## config.mk

```make
export PLATFORM = sky130hd
export DESIGN_NAME = multicycle_control_unit
export DESIGN_NICKNAME = d
export VERILOG_FILES = /design/src/rtl/multicycle_control_unit.sv
export SDC_FILE = /design/constraint.sdc
export NUM_CORES = 1
export LEC_CHECK = 0
export ABC_AREA = 0
export ABC_CLOCK_PERIOD_IN_PS = 6800
export CAP_MARGIN = 20
export CORE_MARGIN = 8
export CORE_UTILIZATION = 30
export DETAILED_ROUTE_END_ITERATION = 10
export PLACE_DENSITY = 0.57
export SYNTH_ARGS = -nofsm -noshare
export SYNTH_HDL_FRONTEND = slang
export SYNTH_SLANG_ARGS = --single-unit
```

## constraint.sdc

```tcl
create_clock -name clk -period 6.8 [get_ports clk]
set_input_delay 1.36 -clock clk [delete_from_list [all_inputs] [get_ports clk]]
set_output_delay 1.36 -clock clk [all_outputs]
set_load 0.01 [all_outputs]
```

## src/rtl/multicycle_control_unit.sv

```systemverilog
// Multi-cycle RV32I control unit: one shared memory port for fetch and data
// with a ready handshake and a watchdog, retired-instruction counter, and a
// sticky trap on illegal opcodes or memory timeout.
// Optional feature macro: CTRL_JUMP_EN adds JAL/JALR sequencing (JUMP, JALR_A).
//
// state  | meaning
// FETCH  | read instruction at PC; on mem_ready load IR and PC+4
// DECODE | latch opcode, ALUOut <= branch target, dispatch
// ADDR   | ALUOut <= rs1 + imm (load/store address)
// MEM_RD | data read at ALUOut, wait for mem_ready
// MEM_WR | data write at ALUOut, wait for mem_ready, retire
// WB_MEM | register file <= memory data, retire
// EXEC   | ALU operation (R-type or I-type)
// WB_ALU | register file <= ALU result, retire
// BRANCH | compare rs1/rs2, PC <= ALUOut if zero, retire
// JUMP   | PC <= ALUOut, rd <= PC+4, retire (CTRL_JUMP_EN)
// JALR_A | ALUOut <= rs1 + imm (CTRL_JUMP_EN)
// TRAP   | illegal opcode or timeout; absorbing until reset
module multicycle_control_unit #(
  parameter int CNT_W       = 32,
  parameter int MEM_TIMEOUT = 16,
  parameter int TO_W        = 5
) (
  input  logic             clk,
  input  logic             rst_n,
  input  logic [6:0]       opcode,
  input  logic             mem_ready,
  output logic             mem_req,
  output logic             mem_read,
  output logic             mem_write,
  output logic             iord,
  output logic             ir_write,
  output logic             pc_write,
  output logic             pc_write_cond,
  output logic             pc_source,
  output logic             alu_src_a,
  output logic [1:0]       alu_src_b,
  output logic [1:0]       alu_op,
  output logic [1:0]       wb_sel,
  output logic             reg_write,
  output logic             trap,
  output logic [3:0]       state_o,
  output logic [CNT_W-1:0] instret
);

  typedef enum logic [3:0] {
    S_FETCH  = 4'd0,
    S_DECODE = 4'd1,
    S_ADDR   = 4'd2,
    S_MEM_RD = 4'd3,
    S_MEM_WR = 4'd4,
    S_WB_MEM = 4'd5,
    S_EXEC   = 4'd6,
    S_WB_ALU = 4'd7,
    S_BRANCH = 4'd8,
    S_JUMP   = 4'd9,
    S_JALR_A = 4'd10,
    S_TRAP   = 4'd15
  } state_t;

  localparam logic [6:0] OP_R  = 7'b0110011;
  localparam logic [6:0] OP_I  = 7'b0010011;
  localparam logic [6:0] OP_LD = 7'b0000011;
  localparam logic [6:0] OP_ST = 7'b0100011;
  localparam logic [6:0] OP_BR = 7'b1100011;
`ifdef CTRL_JUMP_EN
  localparam logic [6:0] OP_JAL  = 7'b1101111;
  localparam logic [6:0] OP_JALR = 7'b1100111;
`endif
  localparam logic [TO_W-1:0] TO_LIM = TO_W'(MEM_TIMEOUT);

  state_t            state_q, state_d;
  logic [6:0]        opcode_q;
  logic [TO_W-1:0]   wait_q, wait_d;
  logic [CNT_W-1:0]  instret_q;
  logic              in_mem, wd_hit, retire;
  logic              req_s, rd_s, wr_s;

  assign in_mem = (state_q == S_FETCH) || (state_q == S_MEM_RD) || (state_q == S_MEM_WR);
  // Ready wins: the timeout only fires when the limit is reached without ready.
  assign wd_hit = (MEM_TIMEOUT != 0) && (wait_q == TO_LIM) && !mem_ready;
  assign retire = (state_d == S_FETCH) && (state_q != S_FETCH);

  // Next-state selection.
  always_comb begin
    state_d = state_q;
    case (state_q)
      S_FETCH:  if (mem_ready) state_d = S_DECODE;
                else if (wd_hit) state_d = S_TRAP;
      S_DECODE: begin
        case (opcode)
          OP_R, OP_I:   state_d = S_EXEC;
          OP_LD, OP_ST: state_d = S_ADDR;
          OP_BR:        state_d = S_BRANCH;
`ifdef CTRL_JUMP_EN
          OP_JAL:       state_d = S_JUMP;
          OP_JALR:      state_d = S_JALR_A;
`endif
          default:      state_d = S_TRAP;
        endcase
      end
      S_ADDR:   state_d = (opcode_q == OP_LD) ? S_MEM_RD : S_MEM_WR;
      S_MEM_RD: if (mem_ready) state_d = S_WB_MEM;
                else if (wd_hit) state_d = S_TRAP;
      S_MEM_WR: if (mem_ready) state_d = S_FETCH;
                else if (wd_hit) state_d = S_TRAP;
      S_WB_MEM: state_d = S_FETCH;
      S_EXEC:   state_d = S_WB_ALU;
      S_WB_ALU: state_d = S_FETCH;
      S_BRANCH: state_d = S_FETCH;
`ifdef CTRL_JUMP_EN
      S_JALR_A: state_d = S_JUMP;
      S_JUMP:   state_d = S_FETCH;
`endif
      S_TRAP:   state_d = S_TRAP;
      default:  state_d = S_TRAP;
    endcase
  end

  // Wait counter restarts on every state change and saturates if the watchdog is off.
  always_comb begin
    wait_d = wait_q;
    if (state_d != state_q)
      wait_d = '0;
    else if (in_mem && !mem_ready && (wait_q != {TO_W{1'b1}}))
      wait_d = wait_q + TO_W'(1);
  end

  // State, latched opcode, wait counter and retired-instruction count.
  always_ff @(posedge clk or negedge rst_n) begin
    if (!rst_n) begin
      state_q   <= S_FETCH;
      opcode_q  <= '0;
      wait_q    <= '0;
      instret_q <= '0;
    end else begin
      state_q <= state_d;
      wait_q  <= wait_d;
      if (state_q == S_DECODE) opcode_q <= opcode;
      if (retire) instret_q <= instret_q + CNT_W'(1);
    end
  end

  // Moore decode of the datapath controls; only the FETCH IR/PC loads follow mem_ready.
  always_comb begin
    req_s = 1'b0; rd_s = 1'b0; wr_s = 1'b0; iord = 1'b0;
    ir_write = 1'b0; pc_write = 1'b0; pc_write_cond = 1'b0; pc_source = 1'b0;
    alu_src_a = 1'b0; alu_src_b = 2'b00; alu_op = 2'b00; wb_sel = 2'b00;
    reg_write = 1'b0; trap = 1'b0;
    case (state_q)
      S_FETCH: begin
        req_s = 1'b1; rd_s = 1'b1; alu_src_b = 2'b01;
        ir_write = mem_ready; pc_write = mem_ready;
      end
      S_DECODE: alu_src_b = 2'b10;
      S_ADDR:   begin alu_src_a = 1'b1; alu_src_b = 2'b10; end
      S_MEM_RD: begin req_s = 1'b1; rd_s = 1'b1; iord = 1'b1; end
      S_MEM_WR: begin req_s = 1'b1; wr_s = 1'b1; iord = 1'b1; end
      S_WB_MEM: begin reg_write = 1'b1; wb_sel = 2'b01; end
      S_EXEC: begin
        alu_src_a = 1'b1; alu_op = 2'b10;
        alu_src_b = (opcode_q == OP_R) ? 2'b00 : 2'b10;
      end
      S_WB_ALU: reg_write = 1'b1;
      S_BRANCH: begin
        alu_src_a = 1'b1; alu_op = 2'b01; pc_write_cond = 1'b1; pc_source = 1'b1;
      end
`ifdef CTRL_JUMP_EN
      S_JALR_A: begin alu_src_a = 1'b1; alu_src_b = 2'b10; end
      S_JUMP: begin
        pc_write = 1'b1; pc_source = 1'b1; reg_write = 1'b1; wb_sel = 2'b10;
      end
`endif
      S_TRAP:  trap = 1'b1;
      default: trap = 1'b0;
    endcase
  end

  // Memory strobes fall the moment reset is asserted, not at the next edge.
  assign mem_req   = req_s & rst_n;
  assign mem_read  = rd_s & rst_n;
  assign mem_write = wr_s & rst_n;
  assign state_o   = state_q;
  assign instret   = instret_q;

endmodule

```

# After elaboration in Yosys (flattened, before gate mapping)
# Index checks and enable logic that the tools add are counted.
classes:
  n_addsub: 2
  eq_ne: 19
  muxes: 22
  n_bitwise: 3
  reduce_logical: 20
op_table:
  columns: ["op", "n"]
  rows:
  - ["$add A32 B1 Y32 const B", 1]
  - ["$pmux W4 S7", 1]
  - ["$eq A7 B6 Y1 const B", 3]
  - ["$eq A4 B3 Y1 const B", 4]
  - ["$mux W4", 4]
  - ["$eq A7 B2 Y1 const B", 2]
  - ["$pmux W4 S3", 1]
  - ["$reduce_or A2 Y1", 6]
  - ["$mux W1", 10]
  - ["$mux W5", 2]
  - ["$reduce_or A3 Y1", 3]
  - ["$eq A4 B2 Y1 const B", 2]
  - ["$eq A4 B4 Y1 const B", 2]
  - ["$logic_not A4 Y1", 2]
  - ["$eq A7 B5 Y1 const B", 1]
  - ["$eq A7 B7 Y1 const B", 1]
  - ["$pmux W2 S3", 1]
  - ["$add A5 B1 Y5 const B", 1]
  - ["$eq A5 B5 Y1 const B", 1]
  - ["$ne A5 B5 Y1 const B", 1]
  - ["$eq A4 B1 Y1 const B", 1]
  - ["$logic_and A1 B1 Y1", 4]
  - ["$ne A4 B4 Y1", 1]
  - ["$pmux W2 S2", 1]
  - ["other kinds (7)", 10]
word_totals:
  register_bits: 48
  out_inout_bits: 53
  word_cells: 70

# Longest topological paths before layout
# Gate-level depths: netlist of the first run.
depth:
  ltp_word: 7
  mapped_depth: 9

# Worst setup path after synthesis of the first run
# Ideal clock, no wire load.
synth_path:
  kind: "input -> output"
  from: "input port mem_ready"
  to: "output port pc_write"
  arrival_time_ns: 1.995
  path_slack_ns: 3.445
  stages: 3
  path_buffers: 2
  cell_sequence: "clkbuf_1 and3_1 buf_4"
synth_via:
  elab_chain_cells: 1
synth_lines:
  columns: ["element", "line_no", "rtl"]
  rows:
  - ["start: declaration", "27", "input logic mem_ready,"]
  - ["$mux W1", null, null]
  - ["end: declaration", "33", "output logic pc_write,"]
# No other way between the ends.

# Worst setup path after layout of the first run
layout_path:
  from: "input port mem_ready"
  to: "output port pc_write"
layout_via:
  elab_chain_cells: 1
layout_lines:
  columns: ["element", "line_no", "rtl"]
  rows:
  - ["$mux W1", "150", "case (state_q)"]
# No other way between the ends.

==> results of run 1 <==
[sequential cells by signal, summed over array words and instances (netlist names)]
name      count
opcode_q      7
state_o       4
instret      32
wait_q        5
[cell usage in the layout (no fill, tap or decap), types with 6 or more instances in the layout]
cell type,instances
sky130_fd_sc_hd__mux2_2,7
sky130_fd_sc_hd__clkbuf_8,7
sky130_fd_sc_hd__clkdlybuf4s50_1,60
sky130_fd_sc_hd__nand4_1,6
sky130_fd_sc_hd__nand3_1,16
sky130_fd_sc_hd__xor2_1,31
sky130_fd_sc_hd__dfrtp_1,48
sky130_fd_sc_hd__inv_1,12
sky130_fd_sc_hd__nor2_1,13
sky130_fd_sc_hd__nor3_1,20
sky130_fd_sc_hd__and3_1,6
sky130_fd_sc_hd__nor4_1,13
sky130_fd_sc_hd__nand2_1,24
sky130_fd_sc_hd__o21ai_0,7
[area by class of cell]
class / count / share of cell area
Multi-Input combinational cell: 213 / 0.417
Sequential cell: 48 / 0.329
Timing Repair Buffer: 63 / 0.170
Tap cell: 129 / 0.0443
Clock buffer: 7 / 0.0264
Inverter: 12 / 0.0123
[cells in the mapped netlist, types with 4 or more instances]
cell / instances
sky130_fd_sc_hd__nor3_1: 20
sky130_fd_sc_hd__ha_1: 4
sky130_fd_sc_hd__inv_1: 12
sky130_fd_sc_hd__xnor2_1: 4
sky130_fd_sc_hd__a21oi_1: 5
sky130_fd_sc_hd__nand3_1: 16
sky130_fd_sc_hd__xor2_1: 31
sky130_fd_sc_hd__mux2_2: 7
sky130_fd_sc_hd__buf_2: 6
sky130_fd_sc_hd__dfrtp_1: 48
sky130_fd_sc_hd__nor4_2: 4
sky130_fd_sc_hd__buf_4: 5
sky130_fd_sc_hd__clkbuf_1: 4
sky130_fd_sc_hd__nor2_1: 13
sky130_fd_sc_hd__nand4_1: 6
sky130_fd_sc_hd__nor4_1: 13
sky130_fd_sc_hd__o21ai_0: 7
sky130_fd_sc_hd__nand2_1: 24
sky130_fd_sc_hd__and3_1: 6
[worst paths after layout]
path,from,to,slack [ps],cells past startpoint
worst max-delay path,mem_ready,pc_write,2630,3
worst min register to register,instret[19],instret[19],490,1
max in group asynchronous,rst_n,opcode_q[0],5210,2
min in group asynchronous,rst_n,wait_q[4],1150,2
worst min-delay path,instret[19],instret[19],490,1
worst max register to register,state_o[1],instret[1],4070,7
[power groups by stage]
stage          sequential, mW  combinational [mW]  clock (mW)
2_1_floorplan           0.291             0.00372           0
3_3_place_gp            0.291              0.0167           0
3_5_place_dp            0.291              0.0166           0
4_1_cts                 0.285              0.0167       0.188
5_1_grt                 0.285              0.0182       0.200
6_report                0.285              0.0160       0.180
[layer usage]
| metal | up-vias | wire [microns] |
|---|---|---|
| met5 | - | 0 |
| met3 | 6 | 303 |
| met1 | 1121 | 3220 |
| li1 | 1144 | - |
| met2 | 30 | 3400 |
| met4 | 0 | 94 |
[cells by family (layout without fill, tap and decap cells)]
kind of cell               count (synthesis)  count (layout)  synth area share
xor gates and xnor gates                  35              35             0.107
and+or+nand+nor                          134             134             0.288
adders and majority gates                  4               4            0.0174
AOI/OAI and AO/OA                         30              30            0.0817
muxes                                      9               9            0.0343
DFF                                       48              48             0.417
other                                      1               1           0.00130
buffers and inverters                     30              82            0.0535
[stage by stage]
stage	hold slack, ps	instance area (sq um)	utilization
after detailed placement	474	3550	0.382
after CTS	490	3650	0.393
after global routing	520	3650	0.393
final	490	3650	0.393
after floorplan	470	2880	-
after global placement	462	3550	0.382
[critical path, cell delays in order]
cell	delay [ps]
sky130_fd_sc_hd__clkdlybuf4s50_1	680
sky130_fd_sc_hd__and3_1	230
sky130_fd_sc_hd__clkdlybuf4s50_1	540
==> results.txt, run 1 <==
The flow ran to the end, and the final reports show no timing, DRC or antenna violations. In the post-synthesis netlist, the biggest area contributors are sky130_fd_sc_hd__dfrtp_1 42%, sky130_fd_sc_hd__xor2_1 9.4%, sky130_fd_sc_hd__nor3_1 3.5%. The region available for standard cell placement spans 0.00928 sq mm.

For this run, the register share of the synthesized area comes to 0.417. The switching power share of the total is 0.205. The post-CTS setup buffer count came out at 0. The synthesized instance count came out at 291. The count of buffers inserted at the top-level ports is 61. The tree built by TritonCTS fans out to 48 sinks. The maximum root-to-sink buffer count came out at 2. The root buffer cell chosen for the clock tree is sky130_fd_sc_hd__clkbuf_8.

The total area of sequential cells is 0.00120 sq mm. Summing every instance area after synthesis gives 0.00288 sq mm. The design draws 0.481 mW.

The die extent in x came out at 114 microns. At the pin with the least slew margin, the transition time is 644 ps. The maximum vdd drop is 83.7 uV.

The growth of design area from synthesis to finish came out at 26.7%. The total of flip-flops plus latches after synthesis came out at 48. The global routing stage identified its most utilized layer as met2. The total of max-cap violations is 0. In this run the worst path has a maximum fanout of 11.

The pre-CTS setup slack is 2630 ps. In the final layout, the multi-input gates occupy 0.00152 sq mm. Of the total power, combinational logic draws 0.033. Among all flip-flop cells after synthesis, the most frequent one is sky130_fd_sc_hd__dfrtp_1. The worst setup path is captured at an output pin.

In the final routed layout, each cell accounts on average for 14.9 microns. In this run the static leakage power is 1.62 nW. The mean instance size in the synthesized netlist is 9.89 sq um. The count of placed standard cells in the final layout, fillers left out came out at 472. The share of total power dissipated in the clock network is 0.374. At the later pin of the worst-skew pair, clock insertion delay measures 300 ps. The first detailed-routing pass took 4 iterations.

The final sum of negative setup slack came out at 0 ps. For the final database, setup skew stands at 7.20 ps. The maximum level of the CTS H-tree came out at 2. Setup violations remaining at the end of the flow were counted as 0. After legalization and detailed placement, the total HPWL measured 5180 microns.

The arrival time at the worst endpoint is 2810 ps. The number of enable flip-flop cells after synthesis came out at 0. The first-pass GRT wire length came out at 11700 microns. The number of top-level pins came out at 63. The initial utilization of the core area, before any placement, comes to 0.310.

The worst pin sits at a relative slew slack of 0.567. Once the clock tree was built, the resizer swapped 0 gates to a different size. The count of filler cells inserted in the layout is 951. The sequential cell fraction of total power came out at 0.593. After detailed routing, the number of remaining DRC violations is 0. Measured along the y axis, the die boundary spans 114 microns.

The top-area cell type share of the netlist area is 0.417. Summing over every cut layer, the via total after detailed routing is 2301. The global router's overall resource usage came out at 0.111. STA puts the critical path data required time at 5440 ps. The share of the clock period used by the worst path came out at 0.613.

During synthesis, Yosys emitted a total of 0 warnings. The biggest area contributor in the post-synthesis netlist is sky130_fd_sc_hd__dfrtp_1. The peak clock frequency supported by timing came out at 0.240 GHz. The via density per instance is 4.88. TritonCTS built the clock tree. Clock-pin slew was measured on the worst setup and hold paths at 90 ps. The async set or reset register ratio after synthesis is 1.00. The number of placed cells counting well taps came out at 465.

The floorplan has 35 rows. Entering global routing, the biggest net connects 52 pins. The critical path is of the in -> out type. The count of final hold-check violations is 0. The startpoint class of the critical path is a primary input. The number of clock buffers added by TritonCTS is 5.

The number of nets in the layout is 357. The number of nets with antenna violations after routing came out at 0. The final wirelength is 7030 microns. In this run, distinct cell masters in the synthesized netlist total 60. The met3 routing resource usage after global routing is 0.0269.

In the final layout, the share of cells above drive strength 1 is 0.105. For this run, global-route usage on met1 was measured as 0.141. The number of slew-limit violations in the final report came to 0. The internal power of the cells came out at 0.382 mW. The final worst setup slack is 2630 ps.

The die area is 0.0130 sq mm. The total nets after synthesis is 305. Power spread over the standard cell area amounts to 132 mW/mm^2.

The worst path needs 4170 ps of the cycle, external delays included. The final weighted congestion in routability-driven placement came out at 0.831. The number of antenna repair diodes is 0. Setup repair after global routing left no endpoint under its margin.

The number of antenna violations at the first check in global routing was 0. The final global-route overflow total is 0. The number of global-route vias before repair was 2269. The number of buffers inserted by hold repair at cts came out at 0. The path class of the tightest hold or removal check is reg -> reg. In the global route stage, met2 resource usage came out at 0.179. The initial detailed-routing violation count is 87. The net switching power came out at 0.0987 mW.
Power figures use the tool's default switching activity.
==> run 2: changes to the inputs <==
--- a/config.mk
+++ b/config.mk
@@ -6,12 +6,12 @@
 export NUM_CORES = 1
 export LEC_CHECK = 0
 export ABC_AREA = 0
-export ABC_CLOCK_PERIOD_IN_PS = 6800
+export ABC_CLOCK_PERIOD_IN_PS = 3700
 export CAP_MARGIN = 20
 export CORE_MARGIN = 8
 export CORE_UTILIZATION = 30
 export DETAILED_ROUTE_END_ITERATION = 10
-export PLACE_DENSITY = 0.57
+export PLACE_DENSITY = 0.59
 export SYNTH_ARGS = -nofsm -noshare
 export SYNTH_HDL_FRONTEND = slang
 export SYNTH_SLANG_ARGS = --single-unit
==> constraint.sdc (replaced) <==
create_clock -name clk -period 3.7 [get_ports clk]
set_input_delay 0.74 -clock clk [delete_from_list [all_inputs] [get_ports clk]]
set_output_delay 0.74 -clock clk [all_outputs]
set_load 0.01 [all_outputs]
==> results.txt, run 2 (synthesis results as in run 1) <==
The final wirelength is 7440 microns (was 7030 microns). The class of the most critical hold timing path was reg -> reg (unchanged). The number of nets with antenna violations after routing is 0 (unchanged). The number of buffers inserted by hold repair at cts is 0 (unchanged). The endpoint of the worst hold-timing path is instret[31] (was instret[19]). The pin count of the biggest net entering global routing is 49 (was 52). The starting utilization of the core area is 0.310 (unchanged). The post-DP HPWL came to 5560 microns (was 5180 microns). The maximum vdd drop was 160 uV (was 83.7 uV). The number of slew-limit violations in the final report came out at 0 (unchanged).

The worst hold path cell count came out at 1 (unchanged). The endpoint of the worst register-to-register path is instret[16] (was instret[1]). The post-CTS setup buffer count is 0 (unchanged). The cell area after placement came to 0.00359 sq mm (was 0.00355 sq mm). The flip-flop count of the largest register after layout is 32 (unchanged). The number of global-route vias before repair came out at 2473 (was 2269). The kind of capture point of the worst setup path was an output pin (unchanged).

The maximum root-to-sink buffer count came out at 2 (unchanged). The die area came to 0.0130 sq mm (unchanged). The global router's overall resource usage is 0.119 (was 0.111). The cell leakage power was 1.67 nW (was 1.62 nW). Derived from the worst setup path, the maximum achievable clock frequency is 0.330 GHz. The number of DRC violations after detailed routing came to 0 (unchanged).

The startpoint of the most critical register-to-register path is state_o[2] (was state_o[1]). The die extent in x came out at 114 microns (unchanged). The count of buffers inserted at the top-level ports is 61 (unchanged). The first-pass GRT wire length came out at 12600 microns (was 11700 microns).

The count of filler cells inserted in the layout is 933 (was 951). The count of standard-cell rows came out at 35 (unchanged). The number of placed cells counting well taps came out at 468 (was 465). The worst reg-to-reg path cell count came out at 7 (unchanged). The number of nets in the layout was 360 (was 357). The max-slew headroom at the worst pin is 0.534 (was 0.567). The count of cells resized by post-cts repair came out at 0 (unchanged). The count of placed standard cells in the final layout, fillers left out came to 476 (was 472). Of the available clock period, the critical path in the final layout requires 0.818. The via density per instance came out at 4.93 (was 4.88). The count of final hold-check violations came to 0 (unchanged). The number of antenna violations at the first check in global routing is 0 (unchanged). The critical path data required time is 2960 ps (was 5440 ps).

The final global-route overflow total came out at 0 (unchanged). The insertion delay of the later-clocked pin in the worst-skew pair came to 300 ps (about the same). The number of top-level pins came to 63 (unchanged). The final sum of negative setup slack came to 0 ps (unchanged). The standard cell core area came out at 0.00928 sq mm (unchanged). The clock-pin slew on the worst setup and hold paths is 90 ps (about the same). The number of buffers created by CTS is 5 (unchanged).

The number of iterations in the first detailed-routing pass came out at 4 (unchanged). The measured slew at the worst slew-check pin is 699 ps (was 644 ps). The layout cell share with drive strength beyond 1 came out at 0.115 (was 0.105).

The final worst clock skew is 8.85 ps (was 7.20 ps). The growth of design area from synthesis to finish came to 30.1% (was 26.7%). The arrival time at the worst endpoint came out at 2290 ps (was 2810 ps). The final-report setup violation count was 0 (unchanged). Leading cell types in the layout, fill and taps excluded: 60 x sky130_fd_sc_hd__clkdlybuf4s50_1, 48 x sky130_fd_sc_hd__dfrtp_1, 31 x sky130_fd_sc_hd__xor2_1 (unchanged). The final core utilization came out at 0.403 (was 0.393). The average routed wire per standard cell is 15.6 microns (was 14.9 microns).

The commonest non-fill, non-tap cell in the layout is sky130_fd_sc_hd__clkdlybuf4s50_1 (unchanged). The CTS tree is built (unchanged). Setup repair after global routing missed its margin: no (unchanged). The number of antenna repair diodes was 0 (unchanged).

Run status: finished clean (unchanged). The final design instance area without fill is 0.00374 sq mm (was 0.00365 sq mm). The TritonCTS sink count came out at 48 (unchanged). The number of vias after detailed routing is 2346 (was 2301). The power per unit of standard cell area is 287 mW/mm^2 (was 132 mW/mm^2). The initial detailed-routing violation count came out at 94 (was 87). The setup slack of the most critical reg-to-reg path is 1010 ps (was 4070 ps). The peak fanout along the critical path was 11 (unchanged).

The critical path start-end classification was reg -> out (was in -> out). The maximum level of the CTS H-tree was 2 (unchanged). The routed design could run at a clock period as short as 3030 ps. The startpoint class of the critical path was a flop (was primary input). The total of max-cap violations is 0 (unchanged). The final weighted congestion in routability-driven placement came out at 0.823 (was 0.831). The startpoint of the tightest hold check path was instret[31] (was instret[19]). The die height came to 114 microns (unchanged). The clock tree root buffer cell is sky130_fd_sc_hd__clkbuf_8 (unchanged).
run 2: cell count changes in the layout (fill, tap and decap cells not counted), sizes merged:
cell and delta:
buf +3, clkbuf -2, bufinv +3
run 2: how the worst max path moves through the flow:
stage	startpoint	endpoint	slack, ps	cells past startpoint
floorplan	opcode[2]	instret[11]	1190	7
global placement	opcode[2]	instret[1]	450	7
detailed placement	opcode[2]	instret[1]	380	7
CTS	state_o[0]	alu_src_a	660	4
global route	state_o[0]	alu_src_a	560	4
finish	state_o[0]	alu_src_a	670	4
run 2: through the flow:
stage               hold WS (ps)  worst slack (ps)  power, mW
floorplan                    444              1190      0.542
finish                       479               672       1.07
detailed placement           467               382      0.566
global route                 497               558       1.11
CTS                          483               663       1.09
global placement             461               447      0.566
run 2: critical path, stage by stage (launching register included):
cell	delay, ps
sky130_fd_sc_hd__dfrtp_1	510
sky130_fd_sc_hd__or2_2	410
sky130_fd_sc_hd__or3_1	400
sky130_fd_sc_hd__o21ai_0	110
sky130_fd_sc_hd__clkdlybuf4s50_1	560
run 2: power by group:
| part | total (mW) | leakage, nW | internal, mW | switching (mW) |
|---|---|---|---|---|
| combinational | 0.0305 | 0.958 | 0.0116 | 0.0190 |
| clock | 0.520 | 0.0784 | 0.338 | 0.182 |
| sequential | 0.524 | 0.629 | 0.524 | 0 |
| total | 1.07 | 1.67 | 0.874 | 0.201 |
run 2: per-layer routing:
metal | share of wire | GRT usage | vias to the layer above | wire length [microns]
li1 | - | - | 1150 | -
met1 | 0.44 | 0.149 | 1131 | 3310
met2 | 0.48 | 0.196 | 56 | 3570
met3 | 0.062 | 0.0285 | 9 | 465
met4 | 0.013 | 0.0408 | 0 | 97
met5 | 0 | 0 | - | 0
run 2: layout make-up:
class                   count  area (sq um)  area share
inverters                  12          45.0      0.0120
repair buffers             66           656       0.175
clock inverters             3          90.1      0.0241
clock buffers               5          68.8      0.0184
multi-input cells         213          1520       0.407
flip-flops and latches     48          1200       0.321
well taps                 129           161      0.0431
